File: src/rtl/proc_mem_port_arbiter_if.sv
// Message types and the val/rdy memory-port interface shared by proc, arbiter and memory.
// The master side issues requests and accepts responses; the slave side is the memory.
package proc_mem_pkg;

    typedef struct packed {
        logic [2:0]  typ;
        logic [7:0]  opaque;
        logic [31:0] addr;
        logic [1:0]  len;
        logic [31:0] data;
    } mem_req_4B_t;

    typedef struct packed {
        logic [2:0]  typ;
        logic [7:0]  opaque;
        logic [1:0]  test;
        logic [1:0]  len;
        logic [31:0] data;
    } mem_resp_4B_t;

endpackage

interface proc_mem_port_arbiter_if;
    import proc_mem_pkg::*;

    mem_req_4B_t  req_msg;
    logic         req_val;
    logic         req_rdy;
    mem_resp_4B_t resp_msg;
    logic         resp_val;
    logic         resp_rdy;

    modport master (
        output req_msg,
        output req_val,
        input  req_rdy,
        input  resp_msg,
        input  resp_val,
        output resp_rdy
    );

    modport slave (
        input  req_msg,
        input  req_val,
        output req_rdy,
        output resp_msg,
        output resp_val,
        input  resp_rdy
    );

endinterface

File: src/rtl/proc_mem_port_arbiter.sv
// Shares one 4B memory port between imem and dmem; 0-cycle request mux, in-order response steering via an ID FIFO.
// PROC_MEM_ARB_DMEM_PRIO_EN selects fixed dmem priority instead of round-robin.
module proc_mem_port_arbiter #(
    parameter int p_max_inflight = 4
) (
    input  logic                              clk,
    input  logic                              reset,
    proc_mem_port_arbiter_if.slave            imem_i,
    proc_mem_port_arbiter_if.slave            dmem_i,
    proc_mem_port_arbiter_if.master           mem_o,
    output logic [$clog2(p_max_inflight):0]   inflight_cnt
);

    localparam int PW = $clog2(p_max_inflight);
    localparam int CW = PW + 1;
    localparam logic [CW-1:0] FULL_CNT = CW'(p_max_inflight);

    logic [PW-1:0]             wr_ptr_q, wr_ptr_d;
    logic [PW-1:0]             rd_ptr_q, rd_ptr_d;
    logic [CW-1:0]             cnt_q, cnt_d;
    logic [p_max_inflight-1:0] id_q, id_d;

    logic grant;     // 0 = imem, 1 = dmem
    logic full;
    logic empty;
    logic push;
    logic pop;
    logic head_id;

    assign full    = (cnt_q == FULL_CNT);
    assign empty   = (cnt_q == '0);
    assign head_id = id_q[rd_ptr_q];

`ifdef PROC_MEM_ARB_DMEM_PRIO_EN
    always_comb begin
        grant = dmem_i.req_val;
    end
`else
    logic last_grant_q, last_grant_d;

    // Alternate on contention; a lone requester is granted outright.
    always_comb begin
        if (imem_i.req_val && dmem_i.req_val) begin
            grant = ~last_grant_q;
        end else begin
            grant = dmem_i.req_val;
        end
    end

    always_comb begin
        last_grant_d = last_grant_q;
        if (push) begin
            last_grant_d = grant;
        end
    end

    // Reset to dmem so imem wins the first tie.
    always_ff @(posedge clk or posedge reset) begin
        if (reset) begin
            last_grant_q <= 1'b1;
        end else begin
            last_grant_q <= last_grant_d;
        end
    end
`endif

    // Request path: combinational pass-through of the granted port.
    always_comb begin
        mem_o.req_val  = (imem_i.req_val | dmem_i.req_val) & ~full;
        mem_o.req_msg  = grant ? dmem_i.req_msg : imem_i.req_msg;
        imem_i.req_rdy = ~grant & mem_o.req_rdy & ~full;
        dmem_i.req_rdy =  grant & mem_o.req_rdy & ~full;
    end

    assign push = mem_o.req_val & mem_o.req_rdy;

    // Response path: the oldest in-flight ID owns the memory response.
    always_comb begin
        imem_i.resp_msg = mem_o.resp_msg;
        dmem_i.resp_msg = mem_o.resp_msg;
        imem_i.resp_val = mem_o.resp_val & ~empty & ~head_id;
        dmem_i.resp_val = mem_o.resp_val & ~empty &  head_id;
        mem_o.resp_rdy  = ~empty & (head_id ? dmem_i.resp_rdy : imem_i.resp_rdy);
    end

    assign pop = mem_o.resp_val & mem_o.resp_rdy;

    // A pop cannot free a slot for a push in the same cycle, so cnt never exceeds the depth.
    always_comb begin
        wr_ptr_d = wr_ptr_q;
        rd_ptr_d = rd_ptr_q;
        cnt_d    = cnt_q;
        id_d     = id_q;
        if (push) begin
            id_d[wr_ptr_q] = grant;
            wr_ptr_d       = wr_ptr_q + PW'(1);
        end
        if (pop) begin
            rd_ptr_d = rd_ptr_q + PW'(1);
        end
        case ({push, pop})
            2'b10:   cnt_d = cnt_q + CW'(1);
            2'b01:   cnt_d = cnt_q - CW'(1);
            default: cnt_d = cnt_q;
        endcase
    end

    always_ff @(posedge clk or posedge reset) begin
        if (reset) begin
            wr_ptr_q <= '0;
            rd_ptr_q <= '0;
            cnt_q    <= '0;
            id_q     <= '0;
        end else begin
            wr_ptr_q <= wr_ptr_d;
            rd_ptr_q <= rd_ptr_d;
            cnt_q    <= cnt_d;
            id_q     <= id_d;
        end
    end

    assign inflight_cnt = cnt_q;

endmodule

File: src/flat_wrapper.sv
// flat-port wrapper written by rule: the top's interface ports become plain ports
module proc_mem_port_arbiter_flat 
#(
    parameter int p_max_inflight = 4
)
  (clk, reset, inflight_cnt, imem_i_req_msg, imem_i_req_val, imem_i_req_rdy, imem_i_resp_msg, imem_i_resp_val, imem_i_resp_rdy, dmem_i_req_msg, dmem_i_req_val, dmem_i_req_rdy, dmem_i_resp_msg, dmem_i_resp_val, dmem_i_resp_rdy, mem_o_req_msg, mem_o_req_val, mem_o_req_rdy, mem_o_resp_msg, mem_o_resp_val, mem_o_resp_rdy);
  proc_mem_port_arbiter_if imem_i_i ();
  proc_mem_port_arbiter_if dmem_i_i ();
  proc_mem_port_arbiter_if mem_o_i ();
  input  logic clk;
  input  logic reset;
  output logic [$clog2(p_max_inflight):0] inflight_cnt;
  input wire logic [$bits(imem_i_i.req_msg)-1:0] imem_i_req_msg;
  input wire logic [$bits(imem_i_i.req_val)-1:0] imem_i_req_val;
  output wire logic [$bits(imem_i_i.req_rdy)-1:0] imem_i_req_rdy;
  output wire logic [$bits(imem_i_i.resp_msg)-1:0] imem_i_resp_msg;
  output wire logic [$bits(imem_i_i.resp_val)-1:0] imem_i_resp_val;
  input wire logic [$bits(imem_i_i.resp_rdy)-1:0] imem_i_resp_rdy;
  input wire logic [$bits(dmem_i_i.req_msg)-1:0] dmem_i_req_msg;
  input wire logic [$bits(dmem_i_i.req_val)-1:0] dmem_i_req_val;
  output wire logic [$bits(dmem_i_i.req_rdy)-1:0] dmem_i_req_rdy;
  output wire logic [$bits(dmem_i_i.resp_msg)-1:0] dmem_i_resp_msg;
  output wire logic [$bits(dmem_i_i.resp_val)-1:0] dmem_i_resp_val;
  input wire logic [$bits(dmem_i_i.resp_rdy)-1:0] dmem_i_resp_rdy;
  output wire logic [$bits(mem_o_i.req_msg)-1:0] mem_o_req_msg;
  output wire logic [$bits(mem_o_i.req_val)-1:0] mem_o_req_val;
  input wire logic [$bits(mem_o_i.req_rdy)-1:0] mem_o_req_rdy;
  input wire logic [$bits(mem_o_i.resp_msg)-1:0] mem_o_resp_msg;
  input wire logic [$bits(mem_o_i.resp_val)-1:0] mem_o_resp_val;
  output wire logic [$bits(mem_o_i.resp_rdy)-1:0] mem_o_resp_rdy;
  assign imem_i_i.req_msg = imem_i_req_msg;
  assign imem_i_i.req_val = imem_i_req_val;
  assign imem_i_req_rdy = imem_i_i.req_rdy;
  assign imem_i_resp_msg = imem_i_i.resp_msg;
  assign imem_i_resp_val = imem_i_i.resp_val;
  assign imem_i_i.resp_rdy = imem_i_resp_rdy;
  assign dmem_i_i.req_msg = dmem_i_req_msg;
  assign dmem_i_i.req_val = dmem_i_req_val;
  assign dmem_i_req_rdy = dmem_i_i.req_rdy;
  assign dmem_i_resp_msg = dmem_i_i.resp_msg;
  assign dmem_i_resp_val = dmem_i_i.resp_val;
  assign dmem_i_i.resp_rdy = dmem_i_resp_rdy;
  assign mem_o_req_msg = mem_o_i.req_msg;
  assign mem_o_req_val = mem_o_i.req_val;
  assign mem_o_i.req_rdy = mem_o_req_rdy;
  assign mem_o_i.resp_msg = mem_o_resp_msg;
  assign mem_o_i.resp_val = mem_o_resp_val;
  assign mem_o_resp_rdy = mem_o_i.resp_rdy;
  proc_mem_port_arbiter #(.p_max_inflight(p_max_inflight)) u_core (.clk(clk), .reset(reset), .imem_i(imem_i_i), .dmem_i(dmem_i_i), .mem_o(mem_o_i), .inflight_cnt(inflight_cnt));
endmodule
File: config.mk
export PLATFORM = sky130hd
export DESIGN_NAME = proc_mem_port_arbiter_flat
export DESIGN_NICKNAME = d
export VERILOG_FILES = /design/src/rtl/proc_mem_port_arbiter_if.sv /design/src/rtl/proc_mem_port_arbiter.sv /design/src/flat_wrapper.sv
export SDC_FILE = /design/constraint.sdc
export NUM_CORES = 1
export LEC_CHECK = 0
export CAP_MARGIN = 20
export CORE_AREA = 2 2 152 154
export CTS_CLUSTER_DIAMETER = 120
export DETAILED_ROUTE_END_ITERATION = 8
export DIE_AREA = 0 0 154 156
export PLACE_DENSITY = 0.57
export SYNTH_ARGS = -nofsm -noshare
export SYNTH_HDL_FRONTEND = slang
export SYNTH_SLANG_ARGS = --single-unit
File: constraint.sdc
create_clock -name clk -period 5.5 [get_ports clk]
set_input_delay 1.1 -clock clk [delete_from_list [all_inputs] [get_ports clk]]
set_output_delay 1.1 -clock clk [all_outputs]
set_load 0.02 [all_outputs]
==> metrics.cfg, run 1 <==
[status]
status=complete, no violations

[final_layout]
regArea_um2=302
drive_gt1_share_pct=25.4
diodes=0
num-fill-cells=2456
area_growth_pct=98.7
finish.utilization_pct=20.5
multi_input_area_mm2=0.00123
fin_cells=687
fin_nets=618

[clock_network]
cts_resized=0
clock_sinks=12
post_cts_buffers=0
h-tree-depth=1
cts_root_buf=clkbuf_16
worstSkewPairLatency_ns=0.24
numCtsBuffers=3
cts_tree=done
clk_pin_slew_ns=0.04
postCtsHoldBufs=0
clock_tree.buffer_depth=2

[yosys]
netlist_area_mm2=0.00230
synth_compound_area_share_pct=1.79
synth-adder-area-share_pct=3.58
syn_avg_cell_area_um2=9.48
synth-simple-area-share_pct=4.83
synth.distinct_cells=28
synthMuxAreaShare_pct=40.6
ys_warn_count=0
synth_xor_area_share_pct=2.28
ys_seq_area_share_pct=13.1
synth_top_family_by_area=multiplexers
synth_fp_nets=458
synth_seq_cells=12
synth_cells=243

[setup_path]
slowest_delay_ns=0.72
critPathSlowestCell=a21boi_4
arrival_ns=3.58
worstPathRequired_ns=4.40
endpoint_kind=output port
worstPathCellList=clkdlybuf4s50_1 > a21boi_4 > buf_4 > mux2_2 > clkdlybuf4s50_1
cp_top_family=buffers and inverters
cp-start-kind=input port
crit_buf_inv=3
criticalPathCategory=in -> out
worst_path_most_repeated_cell=clkdlybuf4s50_1
crit_path_max_fanout=22

[die]
coreArea_mm2=0.0224
start_util_pct=10.3
row_count=55
die_h_um=156
io_pins=389
dieArea_mm2=0.0240
die_w_um=154

[route]
drc_errors=0
drtAntennaViolNets=0
dr.first_iter.drc_count=34
viasPerCell=3.24
drt-total-wl_mm=9.99
vias=2227
first_pass_iters=4
avgRoutedWirePerCell_um=14.5

[timing]
clock.fmax_mhz=213
tns_ns=0
slew_violations=0
worst_pin_slew_ns=0.858
finalSetupViolCount=0
hold_viol=0
grt_setup_unrepaired=no
period_minus_slack_ns=4.68
fin_crit_sh_pct=85.2
fin_worst_skew_ns=0.00429
timing.slew.headroom_pct=42.7

[placement]
dp_cells=683
dpl.hpwl_mm=8.84
io_buffers=247
gp_congestion=0.688

[global_routing]
first_global_vias=2373
antenna_found_initial=0
grt_overflow_total=0
grt_usage_pct=7.58
grt_max_degree=24
grt_pass1_wl_mm=14.0

[power_and_ir_drop]
p_leak_nw=1.70
power_mw=1.17
cellPowerDensity_mw_per_mm2=255
ir_drop_mv=0.108

[run]
drv_cap=0

[hold_path]
worst_hold_path_type=reg -> reg

==> layout by cell type (no fill, tap or decap) <==
cell,n
nand2b_1,1
and2_1,1
clkdlybuf4s50_1,247
dfrtp_1,11
nor2_1,6
clkbuf_16,3
mux2i_1,1
nand2_1,5
a22o_1,2
nor3_2,1
a21boi_4,1
a31oi_1,1
fa_1,1
ha_1,5
mux4_2,1
o21ai_0,1
nor2b_1,1
buf_12,1
xor2_1,4
mux2i_2,1
xnor2_1,2
buf_4,10
nor3_1,2
dfstp_2,1
mux2_2,79
clkbuf_8,1
inv_1,8
nor2_2,1
nor3b_2,2
a21oi_1,1
==> stage by stage <==
stage          hold slack, ns  instance area (um^2)  setup WS, ns
2_1_floorplan           0.461                  2300          2.32
3_3_place_gp            0.492                  4490         0.723
3_5_place_dp            0.488                  4490         0.713
4_1_cts                 0.506                  4580         0.688
5_1_grt                 0.525                  4580         0.700
6_report                0.495                  4580         0.816
==> layout make-up <==
type	count	area share, %
clock buffer	4	1.94
inverter	8	0.656
multi-input combinational	120	27.0
sequential	12	6.58
tap	285	7.79
timing repair buffer	258	56.1
==> synthesized netlist by cell type <==
| master | number | area (um^2) |
|---|---|---|
| fa_1 | 1 | 20.0 |
| and2_1 | 1 | 6.26 |
| buf_2 | 8 | 40.0 |
| inv_1 | 8 | 30.0 |
| dfstp_2 | 1 | 26.3 |
| a21boi_1 | 1 | 7.51 |
| nand2_1 | 5 | 18.8 |
| dfrtp_1 | 11 | 275 |
| mux2i_2 | 1 | 13.8 |
| mux4_2 | 1 | 22.5 |
| ha_1 | 5 | 62.6 |
| nand2b_1 | 1 | 6.26 |
| buf_4 | 94 | 706 |
| nor2b_1 | 1 | 6.26 |
| a21oi_1 | 1 | 5.00 |
| clkbuf_1 | 1 | 3.75 |
| a31oi_1 | 1 | 6.26 |
| xor2_1 | 4 | 35.0 |
| nor2_2 | 1 | 6.26 |
| mux2i_1 | 1 | 10.0 |
| a22o_1 | 2 | 17.5 |
| xnor2_1 | 2 | 17.5 |
| nor3b_2 | 2 | 25.0 |
| nor3_1 | 2 | 10.0 |
| nor3_2 | 1 | 10.0 |
| o21ai_0 | 1 | 5.00 |
| nor2_1 | 6 | 22.5 |
| mux2_2 | 79 | 890 |
==> worst register-to-register path, stage by stage (launching register included) <==
cell	delay, ns
dfrtp_1	0.37
mux4_2	0.55
mux2i_2	0.21
nor2_2	0.14
ha_1	0.20
inv_1	0.06
fa_1	0.38
xor2_1	0.15
nor2_1	0.11
xor2_1	0.14
==> power breakdown <==
part           switching [mW]  internal (mW)  total (mW)
logic                   0.366          0.474       0.840
clock network          0.0393          0.110       0.149
registers              0.0417          0.137       0.179
total                   0.447          0.721        1.17
==> state kept, by name, summed over array words and instances (netlist names) <==
| register | flops |
|---|---|
| u_core.inflight_cnt | 3 |
| u_core.last_grant_q | 1 |
| u_core.rd_ptr_q | 2 |
| u_core.wr_ptr_q | 2 |
| u_core.id_q | 4 |
==> per-layer routing <==
| metal | GRT usage (%) | routed length (um) | up-vias |
|---|---|---|---|
| met3 | 2.92 | 1080 | 4 |
| met4 | 0.801 | 18 | 0 |
| met2 | 13.2 | 4830 | 191 |
| met5 | 0 | 0 | - |
| met1 | 9.14 | 4070 | 993 |
| li1 | - | - | 1039 |
==> logic make-up after synthesis <==
| logic type | Yosys count |
|---|---|
| compound gates | 6 |
| fa+ha+maj | 6 |
| buf+inv | 111 |
| xor+xnor | 6 |
| flops | 12 |
| simple gates | 20 |
| mux | 82 |
==> path summary, 6_finish.rpt <==
kind	from	end	slack (ns)	depth (start not counted)
hold reg to reg	u_core.rd_ptr_q[1]	u_core.rd_ptr_q[1]	0.49	1
setup reg to reg	u_core.rd_ptr_q[1]	u_core.inflight_cnt[2]	3.12	9
setup / recovery	dmem_i_req_val	mem_o_req_msg[66]	0.82	5
max in group asynchronous	reset	u_core.last_grant_q	3.98	2
hold / removal	u_core.rd_ptr_q[1]	u_core.rd_ptr_q[1]	0.49	1
min in group asynchronous	reset	u_core.wr_ptr_q[0]	1.18	2
(Power assumes the default switching activity.)
==> run 2, diff against run 1 <==
Settings changed: ABC_CLOCK_PERIOD_IN_PS set to 5500, CTS_CLUSTER_DIAMETER 120 to 60.
==> results of run 2 <==
The final DEF is identical to that of run 1; final timing and power are the same.
==> run 3, diff against run 2 <==
Settings changed: CTS_CLUSTER_DIAMETER 60 to 120, SKIP_CTS_REPAIR_TIMING set to 1.
==> results of run 3 <==
The final DEF is identical to that of run 1; final timing and power are the same.
